## src/rtl/mem_arbiter_pkg.sv

```systemverilog
// Shared types for mem_arbiter: FSM states, requester owners, access-size codes.
// Imported by rtl/mem_arbiter.sv.
package mem_arbiter_pkg;

  typedef enum logic [1:0] {
    ARB_IDLE = 2'd0,
    ARB_RD   = 2'd1,
    ARB_WR   = 2'd2,
    ARB_DONE = 2'd3
  } arb_state_e;

  typedef enum logic {
    OWNER_IF  = 1'b0,
    OWNER_MEM = 1'b1
  } owner_e;

  localparam logic [1:0] MEM_SIZE_B = 2'b00;
  localparam logic [1:0] MEM_SIZE_H = 2'b01;
  localparam logic [1:0] MEM_SIZE_W = 2'b10;

  localparam int RAM_DATA_W = 8;

  // Size code 2'b11 is served as a full word.
  function automatic logic [2:0] size_to_n(input logic [1:0] size);
    case (size)
      MEM_SIZE_B: return 3'd1;
      MEM_SIZE_H: return 3'd2;
      default:    return 3'd4;
    endcase
  endfunction

endpackage

```

## src/rtl/mem_arbiter.sv

```systemverilog
// Byte-serial arbiter sharing one RAM port between instruction fetch and the MEM stage.
// Define MEM_ARB_RR_EN for round-robin grants; default build is fixed priority (MEM over IF).
module mem_arbiter
  import mem_arbiter_pkg::*;
#(
  parameter int ADDR_W = 32
) (
  input  logic                  clk,
  input  logic                  rst,
  input  logic                  if_req,
  input  logic [ADDR_W-1:0]     if_addr,
  output logic                  if_done,
  output logic [31:0]           if_rdata,
  input  logic                  flush,
  input  logic                  mem_req,
  input  logic                  mem_we,
  input  logic [1:0]            mem_size,
  input  logic [ADDR_W-1:0]     mem_addr,
  input  logic [31:0]           mem_wdata,
  output logic                  mem_done,
  output logic [31:0]           mem_rdata,
  output logic                  stall_if,
  output logic                  stall_mem,
  output logic [ADDR_W-1:0]     ram_addr,
  output logic                  ram_wr,
  output logic [RAM_DATA_W-1:0] ram_dout,
  input  logic [RAM_DATA_W-1:0] ram_din,
  output arb_state_e            dbg_state
);

  arb_state_e state_q, state_d;
  owner_e     owner_q, owner_d;
  logic       we_q, we_d;
  logic [2:0] cnt_q, cnt_d, n_q, n_d, cnt_inc;
  logic [1:0] lane;
  logic [ADDR_W-1:0] base_q, base_d, ram_addr_q, ram_addr_d;
  logic [31:0] wdata_q, wdata_d, buf_q, buf_d;
  logic [31:0] if_rdata_q, if_rdata_d, mem_rdata_q, mem_rdata_d;
  logic        ram_wr_q, ram_wr_d;
  logic [RAM_DATA_W-1:0] ram_dout_q, ram_dout_d;
  logic if_pend, grant_mem, grant_if;

  // Handshake: a requester holds req until its done pulse; done is a 1-cycle pulse
  // in DONE and the requester drops or changes req in the following cycle.
  assign if_pend = if_req & ~flush;
  assign cnt_inc = cnt_q + 3'd1;
  // The byte on ram_din belongs to the address issued one cycle earlier.
  assign lane    = 2'(cnt_q - 3'd1);

`ifdef MEM_ARB_RR_EN
  logic last_mem_q, last_mem_d;
  assign grant_mem = mem_req & (~if_pend | ~last_mem_q);

  always_ff @(posedge clk or posedge rst) begin
    if (rst) last_mem_q <= 1'b0;
    else     last_mem_q <= last_mem_d;
  end
`else
  assign grant_mem = mem_req;
`endif
  assign grant_if = if_pend & ~grant_mem;

  always_comb begin
    state_d     = state_q;
    owner_d     = owner_q;
    we_d        = we_q;
    cnt_d       = cnt_q;
    n_d         = n_q;
    base_d      = base_q;
    wdata_d     = wdata_q;
    buf_d       = buf_q;
    if_rdata_d  = if_rdata_q;
    mem_rdata_d = mem_rdata_q;
    ram_addr_d  = ram_addr_q;
    ram_wr_d    = 1'b0;
    ram_dout_d  = ram_dout_q;
`ifdef MEM_ARB_RR_EN
    last_mem_d  = last_mem_q;
`endif
    case (state_q)
      ARB_IDLE: begin
        if (grant_mem || grant_if) begin
          owner_d    = grant_mem ? OWNER_MEM : OWNER_IF;
          we_d       = grant_mem & mem_we;
          base_d     = grant_mem ? mem_addr : if_addr;
          n_d        = grant_mem ? size_to_n(mem_size) : 3'd4;
          wdata_d    = mem_wdata;
          cnt_d      = 3'd0;
          buf_d      = 32'd0;
          ram_addr_d = base_d;
`ifdef MEM_ARB_RR_EN
          last_mem_d = grant_mem;
`endif
          if (we_d) begin
            ram_wr_d   = 1'b1;
            ram_dout_d = mem_wdata[7:0];
            state_d    = ARB_WR;
          end else begin
            state_d    = ARB_RD;
          end
        end
      end
      ARB_RD: begin
        if (owner_q == OWNER_IF && flush) begin
          state_d = ARB_IDLE;
        end else begin
          if (cnt_q != 3'd0) buf_d[{lane, 3'b000} +: 8] = ram_din;
          if (cnt_q == n_q) begin
            state_d = ARB_DONE;
            if (owner_q == OWNER_IF) if_rdata_d  = buf_d;
            else                     mem_rdata_d = buf_d;
          end else begin
            cnt_d = cnt_inc;
            // The final capture cycle issues nothing and holds ram_addr.
            if (cnt_inc < n_q) ram_addr_d = base_q + ADDR_W'(cnt_inc);
          end
        end
      end
      ARB_WR: begin
        if (cnt_inc < n_q) begin
          ram_wr_d   = 1'b1;
          ram_addr_d = base_q + ADDR_W'(cnt_inc);
          ram_dout_d = wdata_q[{cnt_inc[1:0], 3'b000} +: 8];
          cnt_d      = cnt_inc;
        end else begin
          state_d = ARB_DONE;
        end
      end
      ARB_DONE: state_d = ARB_IDLE;
      default:  state_d = ARB_IDLE;
    endcase
  end

  always_ff @(posedge clk or posedge rst) begin
    if (rst) begin
      state_q     <= ARB_IDLE;
      owner_q     <= OWNER_IF;
      we_q        <= 1'b0;
      cnt_q       <= 3'd0;
      n_q         <= 3'd0;
      base_q      <= '0;
      wdata_q     <= 32'd0;
      buf_q       <= 32'd0;
      if_rdata_q  <= 32'd0;
      mem_rdata_q <= 32'd0;
      ram_addr_q  <= '0;
      ram_wr_q    <= 1'b0;
      ram_dout_q  <= '0;
    end else begin
      state_q     <= state_d;
      owner_q     <= owner_d;
      we_q        <= we_d;
      cnt_q       <= cnt_d;
      n_q         <= n_d;
      base_q      <= base_d;
      wdata_q     <= wdata_d;
      buf_q       <= buf_d;
      if_rdata_q  <= if_rdata_d;
      mem_rdata_q <= mem_rdata_d;
      ram_addr_q  <= ram_addr_d;
      ram_wr_q    <= ram_wr_d;
      ram_dout_q  <= ram_dout_d;
    end
  end

  assign if_done   = (state_q == ARB_DONE) && (owner_q == OWNER_IF);
  assign mem_done  = (state_q == ARB_DONE) && (owner_q == OWNER_MEM);
  assign if_rdata  = if_rdata_q;
  assign mem_rdata = mem_rdata_q;
  assign stall_if  = if_req & ~if_done;
  assign stall_mem = mem_req & ~mem_done;
  assign ram_addr  = ram_addr_q;
  assign ram_wr    = ram_wr_q;
  assign ram_dout  = ram_dout_q;
  assign dbg_state = state_q;

endmodule

```

## config.mk

```make
export PLATFORM = sky130hd
export DESIGN_NAME = mem_arbiter
export DESIGN_NICKNAME = d
export VERILOG_FILES = /design/src/rtl/mem_arbiter_pkg.sv /design/src/rtl/mem_arbiter.sv
export SDC_FILE = /design/constraint.sdc
export NUM_CORES = 1
export LEC_CHECK = 0
export BUFFER_PORTS_ARGS = -buffer_cell sky130_fd_sc_hd__buf_2
export CORE_MARGIN = 2
export CORE_UTILIZATION = 42
export DETAILED_ROUTE_END_ITERATION = 16
export PLACE_DENSITY = 0.64
export SLEW_MARGIN = 20
export SYNTH_ARGS = -nofsm -noshare
export SYNTH_HDL_FRONTEND = slang
export SYNTH_SLANG_ARGS = --single-unit
export TNS_END_PERCENT = 30
```

## constraint.sdc

```tcl
create_clock -name clk -period 13.5 [get_ports clk]
set_clock_uncertainty 0.1 [all_clocks]
set_input_delay 0.675 -clock clk [delete_from_list [all_inputs] [get_ports clk]]
set_output_delay 0.675 -clock clk [all_outputs]
set_load 0.03 [all_outputs]
```

# Word-level counts from Yosys, hierarchy flattened
# Index checks and enable logic that the tools add are counted.
[totals]
ff_bits = 210
in_bits = 112
wordCells = 94
output_inout_bits = 111
[classes]
mux = 33
n_eq_ne = 12
n_lt_le_gt_ge = 1
bitwise_logic = 11
add_sub_neg = 4
shifts = 3
reduce_logical = 18
[ops]
columns = ["op", "n"]
rows = [
  ["2-to-1 mux 32 bit", 8],
  ["one-hot mux 32 bit (3 select lines)", 1],
  ["one-hot mux 32 bit (2 select lines)", 1],
  ["adder 32 x 3 -> 32 bit", 1],
  ["bitwise mux 32 bit", 1],
  ["variable shift 8 x 7 -> 32 bit, first input constant", 1],
  ["variable part select 32 x 6 -> 8 bit", 1],
  ["variable part select 8 x 7 -> 32 bit", 1],
  ["2-to-1 mux 8 bit", 3],
  ["one-hot mux 8 bit (2 select lines)", 1],
  ["AND reduction 4 bit", 4],
  ["2-to-1 mux 3 bit", 5],
  ["inequality test 2 bit, second input constant", 6],
  ["2-to-1 mux 2 bit", 5],
  ["one-hot mux 3 bit (3 select lines)", 1],
  ["one-hot mux 2 bit (4 select lines)", 1],
  ["negator 5 -> 7 bit", 1],
  ["inverter 1 bit", 6],
  ["one-hot mux 3 bit (2 select lines)", 1],
  ["AND reduction 3 bit", 2],
  ["nonzero test 3 bit", 2],
  ["bitwise AND 1 bit", 5],
  ["AND reduction 5 bit", 1],
  ["== test 2 x 1 -> 1 bit, second input constant", 2],
  ["13 further kinds", 21],
]

# Logic depth before layout (Yosys ltp)
[logic_depth]
ltp_word = 7
ltp_mapped = 10
depth_no_buf = 9

# Least setup slack after synthesis
# OpenSTA, ideal clock, no wires.
[synth_timing]
path_kind = "reg2reg"
start = "register cnt_q[0]"
end = "register ram_addr_q[26] (netlist: ram_addr[26])"
path_slack_ps = 10527
n_path_buf = 1
arrival_time_ps = 2750
path_stages_with_launch = 11
path_cell_list = "dfrtp_1 -> inv_1 -> ha_1 -> inv_1 -> fa_1 -> nor2b_1 -> o21ai_0 -> clkbuf_1 -> nor4_1 -> xor2_1 -> a211o_1"
[synth_between]
elab_chain_cells = 6
word_cells_on_any_way = 10
[synth_rtl]
columns = ["item", "line_no", "source"]
rows = [
  ["start, declared", "mem_arbiter.sv:34", "logic [2:0] cnt_q, cnt_d, n_q, n_d, cnt_inc;"],
  ["start signal, assigned", "mem_arbiter.sv:153", "cnt_q <= cnt_d;"],
  ["adder 3 x 1 -> 3 bit", "mem_arbiter.sv:46", "assign cnt_inc = cnt_q + 3'd1;"],
  ["adder 32 x 3 -> 32 bit / less-than comparator 3 bit (equally long branches)", "mem_arbiter.sv:115, mem_arbiter.sv:122, mem_arbiter.sv:120", ""],
  ["2-to-1 mux 32 bit", "mem_arbiter.sv:115, mem_arbiter.sv:120", ""],
  ["2-to-1 mux 32 bit", "mem_arbiter.sv:108", "if (cnt_q == n_q) begin"],
  ["2-to-1 mux 32 bit", "mem_arbiter.sv:104", "if (owner_q == OWNER_IF && flush) begin"],
  ["one-hot mux 32 bit (3 select lines)", "mem_arbiter.sv:80", "case (state_q)"],
  ["end signal, assigned", "mem_arbiter.sv:160", "ram_addr_q <= ram_addr_d;"],
  ["end, declared", "mem_arbiter.sv:36", "logic [ADDR_W-1:0] base_q, base_d, ram_addr_q, ram_addr_d;"],
]
# Parallel ways exist; a longest one is shown, timed or not. The select of a mux whose other input is x is not followed.
# A chain may end at the register's enable or synchronous reset.

# Worst setup path after layout
[layout_timing]
start = "register cnt_q[0]"
end = "register ram_addr_q[16] (netlist: ram_addr[16])"
# The elaborated chain is that of the path after synthesis.

==> key figures <==
Run status
  • Outcome: complete, no violations

Clocking
  • H-tree Lvls: 1
  • Postcts setup bufs: 0
  • Clk Latency, worst-skew pair: 520 ps
  • Clock root buffer: clkbuf_16
  • Hold_buf cts: 0
  • Worst-case clock buffer depth: 3
  • CTS tree: yes
  • Post_cts resized: 0
  • TritonCTS Sinks: 210
  • CTS Buf Count: 23
  • Clk slew on worst S/H paths: 60 ps

Synth
  • Synth top area cells: dfrtp_1 52%, mux2_2 6.3%, o21ai_0 4.1%, mux2i_1 4.0%, nand2_1 3.7%
  • Top post-synthesis cells by count: 210 x dfrtp_1, 101 x nand2_1, 83 x o21ai_0, 57 x mux2_2, 43 x nor2_1
  • Ys flop type: dfrtp_1
  • Synthesis warning total: 0
  • Synthesized area: 0.01018 mm^2
  • FFs w/ async S/R, synth: 100.0%
  • Synth cell types: 64
  • EDFF count, synth: 0
  • Synth area leader: dfrtp_1
  • Syn Nets: 1066
  • Avg Cell Area, Syn: 10.88 um^2
  • Syn Inst Count: 936
  • Sequential element share of the synthesized area: 51.60%
  • Most common cell in the netlist: dfrtp_1
  • Top-area cell type share of the netlist area: 51.60%
  • Seq cells post-synth: 210

STA
  • Slew HR: 26.77%
  • Final Hold Vio Count: 0
  • Minimum clock period: 4417 ps
  • Setup tns final: 0 ps
  • Fin crit share: 32.72%
  • Setup slack after layout: 9083 ps
  • Final setup vio count: 0
  • Least-Margin Pin Slew: 1089 ps
  • Slew Viols, Final: 0
  • RSZ-0062 raised after global routing: no
  • Fmax: 0.2264 GHz

Detailed routing
  • Routed vias: 7988
  • Initial DRC Count: 514
  • Vias/cell: 5.464
  • Average wire per standard cell: 17.81 um
  • ANT nets after route: 0
  • Total Wirelength: 26040 um
  • Detailed Routing Iterations Pass 1: 5
  • DR DRC count: 0

Run
  • MaxCap Viol Count: 0

Global route
  • Remaining global-route overflow: 0
  • Antenna violations before repair: 3
  • Vias in the first global route: 7821
  • First-pass GRT wire length: 42520 um
  • Gr usage total: 20.52%
  • Largest net degree at the start of global routing: 104

Placed design
  • Port Buf Inserts: 222
  • Post-DP HPWL: 18100 um
  • Routability congestion estimate: 0.8352
  • Dpl ws: 9039 ps

Layout
  • Multi-input logic area: 0.004608 mm^2
  • Area grow syn2layout: 20.38%
  • Final nets: 1256
  • Sequential cell area: 0.005255 mm^2
  • Number of fill cells: 2185
  • Fraction of layout cells with a size suffix above 1: 31.00%

Setup path
  • WP data required: 13800 ps
  • Crit Path Category: reg2reg
  • Maximum fanout along the worst path: 17
  • Arr. time, crit path: 4710 ps
  • Worst setup SP type: flop
  • Reg-to-reg startpoint: cnt_q[0]
  • Reg-to-reg endpoint: ram_addr[16]
  • Crit. End Element: flop
  • Worst R2R Path Depth: 8
  • R2R Setup Slk: 9080 ps

Power and ir drop
  • Power Total: 0.003408 W
  • Worst VDD drop: 0.1613 mV
  • Leak pwr: 5.733 nW
  • Ratio of total power to cell area: 278.0 mW/mm^2

Floorplan
  • Die Ht: 159.7 um
  • Starting Density: 43.13%
  • Row Count: 56
  • Die area: 0.02551 mm^2
  • Die Width: 159.7 um
  • I/O pin count: 223
  • Core area: 0.02361 mm^2

Worst hold path
  • Hold WC Path Type: in2async
cell type report:
cell class                      instances  share of cell area, %
Sequential cell                       210                  42.86
Multi-Input combinational cell        647                  37.59
Timing Repair Buffer                  229                  9.491
Clock buffer                           32                  5.460
Clock inverter                          9                 0.8062
Tap cell                              319                  3.255
Inverter                               15                 0.5205
Antenna cell                            1                0.02041
sequential cells by signal, indices dropped and copies added, names as in the netlist, 2 cells and up:
name / count
base_q: 32
buf_q: 32
if_rdata: 32
mem_rdata: 32
ram_addr: 32
wdata_q: 32
ram_dout: 8
cnt_q: 3
n_q: 3
dbg_state: 2
cell families (layout without fill, tap and decap cells):
group           count (synthesis)  after routing  synth area share (%)
other cells                     0              1                     0
xor+xnor                       18             18                 1.548
simple gates                  255            255                 12.22
mux                           112            112                 12.99
compound gates                244            244                 15.98
fa+ha+maj                      18             18                 2.285
buf+inv                        79            285                 3.378
flops                         210            210                 51.60
power by group:
group	internal, W	switching, W
clock network	0.000383	0.000251
registers	0.000908	0.000204
logic	0.000627	0.00103
total	0.00192	0.00149
layout by cell type (no fill, tap or decap), drive strengths merged, types with 3 or more instances in the layout:
cell,instances
clkbuf,32
dfrtp,210
o21ai,84
mux2i,41
nand2,101
a21o,3
xor2,10
inv,15
mux2,63
mux4,8
a221o,4
nand2b,9
and2,12
nor3,16
ha,17
a31oi,4
and3,9
a31o,4
o21a,3
a22oi,33
nor2b,7
a22o,32
a21boi,5
clkinv,7
and4,5
o2111ai,3
nor4,14
xnor2,8
nor2,44
a21oi,38
o31ai,8
o31a,4
o2bb2ai,4
nand4,7
o211ai,5
nand3,21
buf,229
how the worst max path moves through the flow:
stage / cells past startpoint / from / to
6_report: 8 / cnt_q[0] / ram_addr[16]
5_1_grt: 8 / cnt_q[0] / ram_addr[21]
4_1_cts: 8 / cnt_q[0] / ram_addr[21]
3_5_place_dp: 8 / cnt_q[0] / ram_addr[25]
3_3_place_gp: 8 / cnt_q[0] / ram_addr[27]
2_1_floorplan: 1 / rst / base_q[0]
through the flow:
stage	cell area (um^2)	std cells	util [%]	hold WS, ps
6_report	12260	1462	51.92	157.3
5_1_grt	12260	1462	51.92	234.3
4_1_cts	12260	1461	51.91	201.3
3_5_place_dp	11490	1420	48.66	364.8
3_3_place_gp	11490	1420	48.66	356.2
2_1_floorplan	10180	936	-	347.3
worst max-delay path, stage by stage, from the launching register on:
cell and delay, ps:
dfrtp_1 890, inv_1 300, ha_1 800, ha_1 350, nor2b_1 140, o21a_1 170
o21ai_1 540, nand2_1 520, a221o_1 470
routing by layer:
metal | vias to the layer above | global-route usage, % | share of wire [%]
met2 | 265 | 32.15 | 46
met3 | 50 | 3.455 | 5.9
met5 | - | 0 | 0.050
li1 | 3785 | - | -
met1 | 3886 | 29.27 | 46
met4 | 2 | 6.322 | 2.7
Note: power is estimated with default switching activity, not from simulation.
